===== src/rtl/vga_stream_if.sv =====
// Pixel request/return and video output bundle for vga_stream_gen.
// master = timing generator, slave = pixel source plus video consumer.
interface vga_stream_if;
    // pix_req/pix_x/pix_y are registered on a pixel tick; the slave must hold
    // pix_rgb valid for that request at the following tick. There is no ready:
    // a request can never be refused or stalled.
    logic        pix_req;
    logic [10:0] pix_x;
    logic [9:0]  pix_y;
    logic [23:0] pix_rgb;
    logic        vga_ce;
    logic [7:0]  vga_r;
    logic [7:0]  vga_g;
    logic [7:0]  vga_b;
    logic        vga_hs;
    logic        vga_vs;
    logic        vga_de;
    logic        frame_start;

    modport master (
        output pix_req, pix_x, pix_y, vga_ce, vga_r, vga_g, vga_b,
               vga_hs, vga_vs, vga_de, frame_start,
        input  pix_rgb
    );

    modport slave (
        input  pix_req, pix_x, pix_y, vga_ce, vga_r, vga_g, vga_b,
               vga_hs, vga_vs, vga_de, frame_start,
        output pix_rgb
    );
endinterface


===== src/rtl/vga_stream_gen.sv =====
// VGA timing generator with a two-stage request/output pixel pipeline.
// Optional colour-bar source compiled in with VGA_STREAM_TEST_PATTERN_EN.
module vga_stream_gen #(
    parameter int CE_DIV   = 2,
    parameter int H_ACTIVE = 640,
    parameter int H_FP     = 16,
    parameter int H_SYNC   = 96,
    parameter int H_BP     = 48,
    parameter int V_ACTIVE = 480,
    parameter int V_FP     = 10,
    parameter int V_SYNC   = 2,
    parameter int V_BP     = 33,
    parameter bit HS_POL   = 1'b0,
    parameter bit VS_POL   = 1'b0
) (
    input  logic              clk_vga,
    input  logic              resetn,
    input  logic              run,
    input  logic              pattern_sel,
    vga_stream_if.master      vif,
    output logic              dbg_active
);
    localparam int CW      = (CE_DIV > 1) ? $clog2(CE_DIV) : 1;
    localparam int H_TOTAL = H_ACTIVE + H_FP + H_SYNC + H_BP;
    localparam int V_TOTAL = V_ACTIVE + V_FP + V_SYNC + V_BP;

    localparam logic [CW-1:0] CE_LAST = CW'(CE_DIV - 1);
    localparam logic [10:0]   H_LAST  = 11'(H_TOTAL - 1);
    localparam logic [9:0]    V_LAST  = 10'(V_TOTAL - 1);
    localparam logic [11:0]   H_ACT   = 12'(H_ACTIVE);
    localparam logic [11:0]   HS_BEG  = 12'(H_ACTIVE + H_FP);
    localparam logic [11:0]   HS_END  = 12'(H_ACTIVE + H_FP + H_SYNC);
    localparam logic [10:0]   V_ACT   = 11'(V_ACTIVE);
    localparam logic [10:0]   VS_BEG  = 11'(V_ACTIVE + V_FP);
    localparam logic [10:0]   VS_END  = 11'(V_ACTIVE + V_FP + V_SYNC);

    typedef enum logic {ST_STOPPED = 1'b0, ST_ACTIVE = 1'b1} state_t;

    state_t      state_q, state_d;
    logic [CW-1:0] ce_cnt_q, ce_cnt_d;
    logic [10:0] h_q, h_d;
    logic [9:0]  v_q, v_d;
    logic        vga_ce_q, vga_ce_d;
    // stage A: request plus the timing flags of the requested pixel
    logic [10:0] pix_x_q, pix_x_d;
    logic [9:0]  pix_y_q, pix_y_d;
    logic        pix_req_q, pix_req_d;
    logic        a_hs_q, a_hs_d;
    logic        a_vs_q, a_vs_d;
    logic        frame_start_q, frame_start_d;
    // stage B: what the video sink sees
    logic        vga_de_q, vga_de_d;
    logic        vga_hs_q, vga_hs_d;
    logic        vga_vs_q, vga_vs_d;
    logic [23:0] rgb_q, rgb_d;

    logic        tick;
    logic        running;
    logic        in_act;
    logic        in_hs;
    logic        in_vs;
    logic [23:0] src_rgb;

`ifdef VGA_STREAM_TEST_PATTERN_EN
    logic [2:0]  bar_idx;
    logic [23:0] bar_rgb;

    always_comb begin
        bar_idx = 3'((32'(pix_x_q) << 3) / 32'(H_ACTIVE));
        case (bar_idx)
            3'd0:    bar_rgb = 24'hFFFFFF;
            3'd1:    bar_rgb = 24'hFFFF00;
            3'd2:    bar_rgb = 24'h00FFFF;
            3'd3:    bar_rgb = 24'h00FF00;
            3'd4:    bar_rgb = 24'hFF00FF;
            3'd5:    bar_rgb = 24'hFF0000;
            3'd6:    bar_rgb = 24'h0000FF;
            default: bar_rgb = 24'h000000;
        endcase
    end

    assign src_rgb = pattern_sel ? bar_rgb : vif.pix_rgb;
`else
    logic unused_pattern_sel;
    assign unused_pattern_sel = pattern_sel;
    assign src_rgb            = vif.pix_rgb;
`endif

    always_comb begin
        state_d       = state_q;
        h_d           = h_q;
        v_d           = v_q;
        pix_x_d       = pix_x_q;
        pix_y_d       = pix_y_q;
        pix_req_d     = pix_req_q;
        a_hs_d        = a_hs_q;
        a_vs_d        = a_vs_q;
        vga_de_d      = vga_de_q;
        vga_hs_d      = vga_hs_q;
        vga_vs_d      = vga_vs_q;
        rgb_d         = rgb_q;
        frame_start_d = 1'b0;

        tick     = (ce_cnt_q == CE_LAST);
        ce_cnt_d = tick ? '0 : ce_cnt_q + 1'b1;
        vga_ce_d = tick;

        // A stopped generator restarts at the first tick that sees run high.
        running = (state_q == ST_ACTIVE) || run;
        in_act  = ({1'b0, h_q} < H_ACT) && ({1'b0, v_q} < V_ACT);
        in_hs   = ({1'b0, h_q} >= HS_BEG) && ({1'b0, h_q} < HS_END);
        in_vs   = ({1'b0, v_q} >= VS_BEG) && ({1'b0, v_q} < VS_END);

        if (tick) begin
            pix_x_d       = h_q;
            pix_y_d       = v_q;
            pix_req_d     = in_act && running;
            a_hs_d        = (in_hs && running) ? HS_POL : ~HS_POL;
            a_vs_d        = (in_vs && running) ? VS_POL : ~VS_POL;
            frame_start_d = (h_q == '0) && (v_q == '0) && running;

            vga_de_d = pix_req_q;
            vga_hs_d = a_hs_q;
            vga_vs_d = a_vs_q;
            rgb_d    = pix_req_q ? src_rgb : 24'h0;

            if (running) begin
                state_d = ST_ACTIVE;
                if (h_q == H_LAST) begin
                    h_d = '0;
                    if (v_q == V_LAST) begin
                        v_d     = '0;
                        state_d = run ? ST_ACTIVE : ST_STOPPED;
                    end else begin
                        v_d = v_q + 1'b1;
                    end
                end else begin
                    h_d = h_q + 1'b1;
                end
            end
        end
    end

    always_ff @(posedge clk_vga) begin
        if (!resetn) begin
            state_q       <= ST_STOPPED;
            ce_cnt_q      <= '0;
            h_q           <= '0;
            v_q           <= '0;
            vga_ce_q      <= 1'b0;
            pix_x_q       <= '0;
            pix_y_q       <= '0;
            pix_req_q     <= 1'b0;
            a_hs_q        <= ~HS_POL;
            a_vs_q        <= ~VS_POL;
            frame_start_q <= 1'b0;
            vga_de_q      <= 1'b0;
            vga_hs_q      <= ~HS_POL;
            vga_vs_q      <= ~VS_POL;
            rgb_q         <= '0;
        end else begin
            state_q       <= state_d;
            ce_cnt_q      <= ce_cnt_d;
            h_q           <= h_d;
            v_q           <= v_d;
            vga_ce_q      <= vga_ce_d;
            pix_x_q       <= pix_x_d;
            pix_y_q       <= pix_y_d;
            pix_req_q     <= pix_req_d;
            a_hs_q        <= a_hs_d;
            a_vs_q        <= a_vs_d;
            frame_start_q <= frame_start_d;
            vga_de_q      <= vga_de_d;
            vga_hs_q      <= vga_hs_d;
            vga_vs_q      <= vga_vs_d;
            rgb_q         <= rgb_d;
        end
    end

    assign vif.vga_ce      = vga_ce_q;
    assign vif.pix_req     = pix_req_q;
    assign vif.pix_x       = pix_x_q;
    assign vif.pix_y       = pix_y_q;
    assign vif.frame_start = frame_start_q;
    assign vif.vga_de      = vga_de_q;
    assign vif.vga_hs      = vga_hs_q;
    assign vif.vga_vs      = vga_vs_q;
    assign vif.vga_r       = rgb_q[23:16];
    assign vif.vga_g       = rgb_q[15:8];
    assign vif.vga_b       = rgb_q[7:0];
    assign dbg_active      = (state_q == ST_ACTIVE);
endmodule


===== src/flat_wrapper.sv =====
// flat-port wrapper written by rule: the top's interface ports become plain ports
module vga_stream_gen_flat 
#(
    parameter int CE_DIV   = 2,
    parameter int H_ACTIVE = 640,
    parameter int H_FP     = 16,
    parameter int H_SYNC   = 96,
    parameter int H_BP     = 48,
    parameter int V_ACTIVE = 480,
    parameter int V_FP     = 10,
    parameter int V_SYNC   = 2,
    parameter int V_BP     = 33,
    parameter bit HS_POL   = 1'b0,
    parameter bit VS_POL   = 1'b0
)
  (clk_vga, resetn, run, pattern_sel, dbg_active, vif_pix_req, vif_pix_x, vif_pix_y, vif_vga_ce, vif_vga_r, vif_vga_g, vif_vga_b, vif_vga_hs, vif_vga_vs, vif_vga_de, vif_frame_start, vif_pix_rgb);
  vga_stream_if vif_i ();
  input  logic clk_vga;
  input  logic resetn;
  input  logic run;
  input  logic pattern_sel;
  output logic dbg_active;
  output wire logic [$bits(vif_i.pix_req)-1:0] vif_pix_req;
  output wire logic [$bits(vif_i.pix_x)-1:0] vif_pix_x;
  output wire logic [$bits(vif_i.pix_y)-1:0] vif_pix_y;
  output wire logic [$bits(vif_i.vga_ce)-1:0] vif_vga_ce;
  output wire logic [$bits(vif_i.vga_r)-1:0] vif_vga_r;
  output wire logic [$bits(vif_i.vga_g)-1:0] vif_vga_g;
  output wire logic [$bits(vif_i.vga_b)-1:0] vif_vga_b;
  output wire logic [$bits(vif_i.vga_hs)-1:0] vif_vga_hs;
  output wire logic [$bits(vif_i.vga_vs)-1:0] vif_vga_vs;
  output wire logic [$bits(vif_i.vga_de)-1:0] vif_vga_de;
  output wire logic [$bits(vif_i.frame_start)-1:0] vif_frame_start;
  input wire logic [$bits(vif_i.pix_rgb)-1:0] vif_pix_rgb;
  assign vif_pix_req = vif_i.pix_req;
  assign vif_pix_x = vif_i.pix_x;
  assign vif_pix_y = vif_i.pix_y;
  assign vif_vga_ce = vif_i.vga_ce;
  assign vif_vga_r = vif_i.vga_r;
  assign vif_vga_g = vif_i.vga_g;
  assign vif_vga_b = vif_i.vga_b;
  assign vif_vga_hs = vif_i.vga_hs;
  assign vif_vga_vs = vif_i.vga_vs;
  assign vif_vga_de = vif_i.vga_de;
  assign vif_frame_start = vif_i.frame_start;
  assign vif_i.pix_rgb = vif_pix_rgb;
  vga_stream_gen #(.CE_DIV(CE_DIV), .H_ACTIVE(H_ACTIVE), .H_FP(H_FP), .H_SYNC(H_SYNC), .H_BP(H_BP), .V_ACTIVE(V_ACTIVE), .V_FP(V_FP), .V_SYNC(V_SYNC), .V_BP(V_BP), .HS_POL(HS_POL), .VS_POL(VS_POL)) u_core (.clk_vga(clk_vga), .resetn(resetn), .run(run), .pattern_sel(pattern_sel), .vif(vif_i), .dbg_active(dbg_active));
endmodule

===== config.mk =====
export PLATFORM = sky130hd
export DESIGN_NAME = vga_stream_gen_flat
export DESIGN_NICKNAME = d
export VERILOG_FILES = /design/src/rtl/vga_stream_if.sv /design/src/rtl/vga_stream_gen.sv /design/src/flat_wrapper.sv
export SDC_FILE = /design/constraint.sdc
export NUM_CORES = 1
export LEC_CHECK = 0
export BUFFER_PORTS_ARGS = -buffer_cell sky130_fd_sc_hd__clkbuf_2
export CAP_MARGIN = 0
export CORE_ASPECT_RATIO = 1.2
export CORE_MARGIN = 2
export CORE_UTILIZATION = 25
export CTS_CLUSTER_DIAMETER = 40
export DETAILED_ROUTE_END_ITERATION = 8
export GPL_TIMING_DRIVEN = 0
export SLEW_MARGIN = 20
export SYNTH_ARGS = -nofsm -noshare
export SYNTH_HDL_FRONTEND = slang
export SYNTH_SLANG_ARGS = --single-unit

===== constraint.sdc =====
create_clock -name clk_vga -period 3.9 [get_ports clk_vga]
set_input_delay 0.39 -clock clk_vga [delete_from_list [all_inputs] [get_ports clk_vga]]
set_output_delay 0.39 -clock clk_vga [all_outputs]
set_load 0.02 [all_outputs]

# After elaboration in Yosys (flattened, before gate mapping)
# Index checks and enable logic that the tools add are counted.
# Widths: inputs -> output; s select.
# op_classes
n_addsub,3
n_lt_le_gt_ge,6
eq_ne,2
mux,8
bitwise,1
n_reduce_logical,15
# op_table
operator,count
$mux 24,1
$lt 11x10->1 const B,2
$lt 10x9->1 const B,2
$add 11x1->11 const B,1
$eq 11x10->1 const B,1
$ge 11x10->1 const B,1
$logic_not 11->1,1
$mux 11,1
$add 10x1->10 const B,1
$eq 10x10->1 const B,1
$ge 10x9->1 const B,1
$logic_not 10->1,1
$mux 10,1
$logic_and 1x1->1,8
$mux 1,5
$reduce_and 2->1,2
$reduce_and 3->1,1
$reduce_or 2->1,1
$add 1x1->1 const B,1
$logic_or 1x1->1,1
$not 1->1,1
# word_totals
reg_bits,76
inputBits,28
output_inout_bits,52
elab_cells,50

# Depth between registers and ports, before layout
# depth
word_depth,4
ltp_mapped,6

# Worst setup path after synthesis
# OpenSTA, ideal clock, no wires.
# synth_path
path_kind,reg2reg
startpoint,register u_core.h_q[0]
endpoint,register u_core.v_q[8]
setup_time_ns,0.087
arrival_time_ns,1.474
path_slack_ns,2.339
path_stages_with_launch,6
period_less_slack_ns,1.561
cell_sequence,dfxtp_1 -> ha_1 -> and4b_4 -> nand4_4 -> or3_1 -> o31ai_1
# synth_between
elab_chain_len,2
# synth_lines
item,line_no,text
from (decl),vga_stream_gen.sv:41,"logic [10:0] h_q, h_d;"
from (signal assigned),vga_stream_gen.sv:148,h_q <= '0;
from (signal assigned),vga_stream_gen.sv:164,h_q <= h_d;
$eq 11x10->1,vga_stream_gen.sv:129,if (h_q == H_LAST) begin
$reduce_and 3->1 (no line),--,
to (signal assigned),vga_stream_gen.sv:165,v_q <= v_d;
to (decl),vga_stream_gen.sv:42,"logic [9:0] v_q, v_d;"
# No other way between the ends.
# A chain may end at the register's enable or synchronous reset.

# Worst setup path after layout
# layout_path
startpoint,register u_core.h_q[0]
endpoint,register u_core.v_q[6]
# Same word-level chain as after synthesis.

==> metrics.md <==
| Metric | Value |
|---|---|
| Utilization of the core after routing | `33.3%` |
| Worst min-delay path class | `in -> reg` |
| Vias post-DR | `2455` |
| Detailed-route wire length per cell | `13.2 µm` |
| Power, Total | `1.79 mW` |
| Number of violations reported at the end of detailed-routing iteration 0 | `122` |
| Internal Dissipation | `1.40 mW` |
| IO Pins | `80` |
| Layout cells sized above 1 | `27.3%` |
| Number of warnings issued by yosys | `0` |
| Crit-path max cell delay | `0.40 ns` |
| Nature of the critical path startpoint | `flip-flop` |
| Number of cells in the design after placement | `522` |
| Number of inserted filler cells in the final layout | `1200` |
| Cell type with the highest aggregate area in the netlist | `dfxtp_1` |
| Power share of the clock group | `51.0%` |
| Synth top area cells | `dfxtp_1 (52%), mux2i_1 (7.9%), a22o_1 (7.3%), nor2_1 (4.3%), nand2_1 (2.8%)` |
| Relative slew slack | `53.5%` |
| Outcome | `completed` |
| Area taken by flip-flops and latches | `1520 µm²` |
| Flop and latch count out of synthesis | `76` |
| Cell breakdown of the critical path | `ha_1 > and4b_4 > and4_1 > nand2_1 > o41ai_1` |
| Startpoint-to-endpoint class of the critical path | `reg -> reg` |
| Proportion of power drawn by flip-flops and latches | `44.2%` |
| Maximum level of the CTS H-tree | `3` |
| Slowest-stage cell, CP | `dfxtp_1` |
| Post-synthesis instance total | `287` |
| Worst-path clk slew | `0.06 ns` |
| Area taken by multi-input logic gates | `1290 µm²` |
| Bufs on Longest Clock Path | `2` |
| Static leakage | `1.62 nW` |
| Via count of the first global-routing pass | `2385` |
| Number of nets with antenna violations after detailed routing | `0` |
| Number of antenna violations at the first check in global routing | `0` |
| Final total negative setup slack | `0 ns` |
| Antenna diode count | `0` |
| Placeable core area | `11500 µm²` |
| CTS tree | `done` |
| Floorplan die area | `12500 µm²` |
| Final worst-path cycle share | `47.8%` |
| Final cell count without fillers | `538` |
| Net switching share of the total power | `21.7%` |
| Final global-route overflow total | `0` |
| 1st-pass router iterations | `4` |
| Routability cong. | `0.877` |
| Number of I/O port buffers | `78` |
| Cell area after technology mapping | `2900 µm²` |
| Total routed wirelength | `7130 µm` |
| Post-cts repair resize count | `0` |
| Number of nets in the layout | `408` |
| Count of flip-flops with a built-in enable after synthesis | `0` |
| Maximum number of pins on one net before global-route repair | `15` |
| DIE WIDTH | `102 µm` |
| Worst Clk Skew | `0.00888 ns` |
| Most instantiated flip-flop cell in the synthesis netlist | `dfxtp_1` |
| Number of maximum-capacitance violations | `0` |
| Final setup violation count | `0` |
| Buffer count from post-CTS setup fixing | `0` |
| Global-route wire length before repair | `11500 µm` |
| Fraction of registers with async set or reset after synthesis | `0%` |
| Final slew viol count | `0` |
| Number of buffers inserted during clock tree synthesis | `9` |
| Residual DRC count | `0` |
| Source-to-sink clock delay at the later pin of the worst-skew pair | `0.33 ns` |
| Switching Power | `0.389 mW` |
| Clock root cell | `clkbuf_16` |
| PwrDens | `469 nW/µm²` |
| Pre-CTS WS | `2.08 ns` |
| Number of clock sinks seen by CTS | `76` |
| Smallest setup slack after layout | `2.03 ns` |
| Post-synth cell types | `39` |
| Worst path required time | `4.12 ns` |
| Synthesized Nets | `319` |
| Unrepaired setup endpoints after global routing | `false` |
| Fraction of the yosys area taken by sequential cells | `52.5%` |
| Synth-to-layout area growth | `31.8%` |
| # hold bufs at CTS | `0` |
| Crit end category | `flip-flop` |
| Maximum fanout along the worst path | `5` |
| Hold slack | `0.272 ns` |
| All-Layer GR Usage | `11.8%` |
| Placed standard-cell area | `3490 µm²` |
| Combinational fraction of design power | `4.8%` |
| Post-layout min period | `1.87 ns` |
| Worst EP arrival | `2.08 ns` |
| Height of the die | `122 µm` |
| Peak clock frequency supported by timing | `0.536 GHz` |
| Total count of hold-check failures in the final report | `0` |
| Syn Area/Cell | `10.1 µm²` |
| Least-Margin Pin Slew | `0.695 ns` |
| Maximum ir drop on the vdd rail | `221 µV` |
| Starting density of the core | `25.3%` |
| Number of core rows | `43` |
| HPWL Detailed | `5290 µm` |
| Top-area cell type share of the netlist area | `52.5%` |
| Area of all placed cells without fillers | `3820 µm²` |
| Post-DR vias/cell | `4.56` |
[state kept, by name, indices dropped and copies added (netlist names)]
register	cells
u_core.a_vs_q	1
u_core.h_q	11
u_core.a_hs_q	1
u_core.rgb_q	24
u_core.vif.pix_x	11
u_core.vif.pix_y	10
u_core.vif.vga_ce	1
u_core.vif.vga_de	1
u_core.vif.vga_vs	1
u_core.vif.frame_start	1
u_core.dbg_active	1
u_core.vif.pix_req	1
u_core.vif.vga_hs	1
u_core.v_q	10
u_core.ce_cnt_q	1
[metal layers]
metal	share of wire (%)	vias to the layer above	track usage [%]
li1	-	1230	-
met1	47	1159	14.8
met4	1.2	0	4.42
met3	4.6	9	3.38
met2	47	57	19.2
met5	0	-	0
[cell usage after synthesis, types with 2 or more instances]
cell,instances
clkbuf_1,10
o211ai_1,2
nor2_1,33
a22o_1,24
nand2_1,22
nand4b_1,3
o311ai_0,3
nand3_1,9
inv_1,6
a21oi_1,6
o41ai_1,3
o21ai_0,5
buf_2,6
nand4_1,9
o31ai_1,3
nor4_1,2
ha_1,4
mux2i_1,23
xor2_1,7
nor3_1,4
dfxtp_1,76
and2_1,4
and3_1,4
o32ai_1,2
or3_1,3
[cells by family after synthesis]
kind of cell	count (synthesis)	share of synthesized area, %
AOI/OAI and AO/OA	54	14.7
xor gates and xnor gates	7	2.11
adders and majority gates	4	1.73
buffers and inverters	22	3.11
DFF	76	52.5
muxes	23	7.94
and+or+nand+nor	101	17.9
[worst paths after layout]
kind	from	slack, ns	cells after the start	to
worst max register to register	u_core.h_q[0]$_SDFFE_PN0P_	2.03	5	u_core.v_q[6]$_SDFFE_PN0P_
worst min register to register	u_core.vif.vga_de$_SDFFE_PN0P_	0.46	1	u_core.vif.vga_de$_SDFFE_PN0P_
worst min-delay path	vif_pix_rgb[13]	0.27	2	u_core.rgb_q[13]$_SDFFE_PN0P_
worst max-delay path	u_core.h_q[0]$_SDFFE_PN0P_	2.03	5	u_core.v_q[6]$_SDFFE_PN0P_
[power groups by stage]
stage / clock network (mW) / logic [mW] / registers [mW]
after floorplan: 0 / 0.0415 / 0.818
after detailed placement: 0 / 0.0863 / 0.809
after global placement: 0 / 0.0854 / 0.809
final: 0.914 / 0.0851 / 0.792
after global routing: 0.972 / 0.0938 / 0.793
after CTS: 0.938 / 0.0866 / 0.792
[cell usage in the layout, fill, tap and decap left out, types with 2 or more instances in the layout]
cell | synthesis | layout
nor4_1 | 2 | 2
o31ai_1 | 3 | 3
ha_1 | 4 | 4
nand4b_1 | 3 | 3
dfxtp_1 | 76 | 76
a22o_1 | 24 | 24
bufinv_16 | 0 | 2
xor2_1 | 7 | 7
nor2_1 | 33 | 33
o41ai_1 | 3 | 3
o211ai_1 | 2 | 2
a21oi_1 | 6 | 6
nand3_1 | 9 | 9
buf_2 | 6 | 6
and2_1 | 4 | 4
inv_1 | 6 | 6
clkbuf_16 | 0 | 9
nand4_1 | 9 | 9
o21ai_0 | 5 | 5
mux2i_1 | 23 | 23
clkbuf_1 | 10 | 10
and3_1 | 4 | 4
clkinv_4 | 0 | 2
nand2_1 | 22 | 22
or3_1 | 3 | 3
o32ai_1 | 2 | 2
inv_6 | 0 | 2
clkbuf_2 | 0 | 78
o311ai_0 | 3 | 3
nor3_1 | 4 | 4
[worst max-delay path, delay by kind of cell, from the launching register on]
| family | cells | cell delay, ns |
|---|---|---|
| simple gates | 3 | 0.79 |
| flops | 1 | 0.40 |
| compound gates | 1 | 0.28 |
| fa+ha+maj | 1 | 0.29 |
[area by class of cell]
cell class,instances,share of cell area (%)
plain buffers,16,1.77
clock buffers,10,6.26
clock inverters,6,2.49
inverters,6,0.590
multi-input cells,189,33.7
flip-flops and latches,76,39.8
well taps,157,5.14
repair buffers,78,10.2
Note: power is estimated with default switching activity, not from simulation.
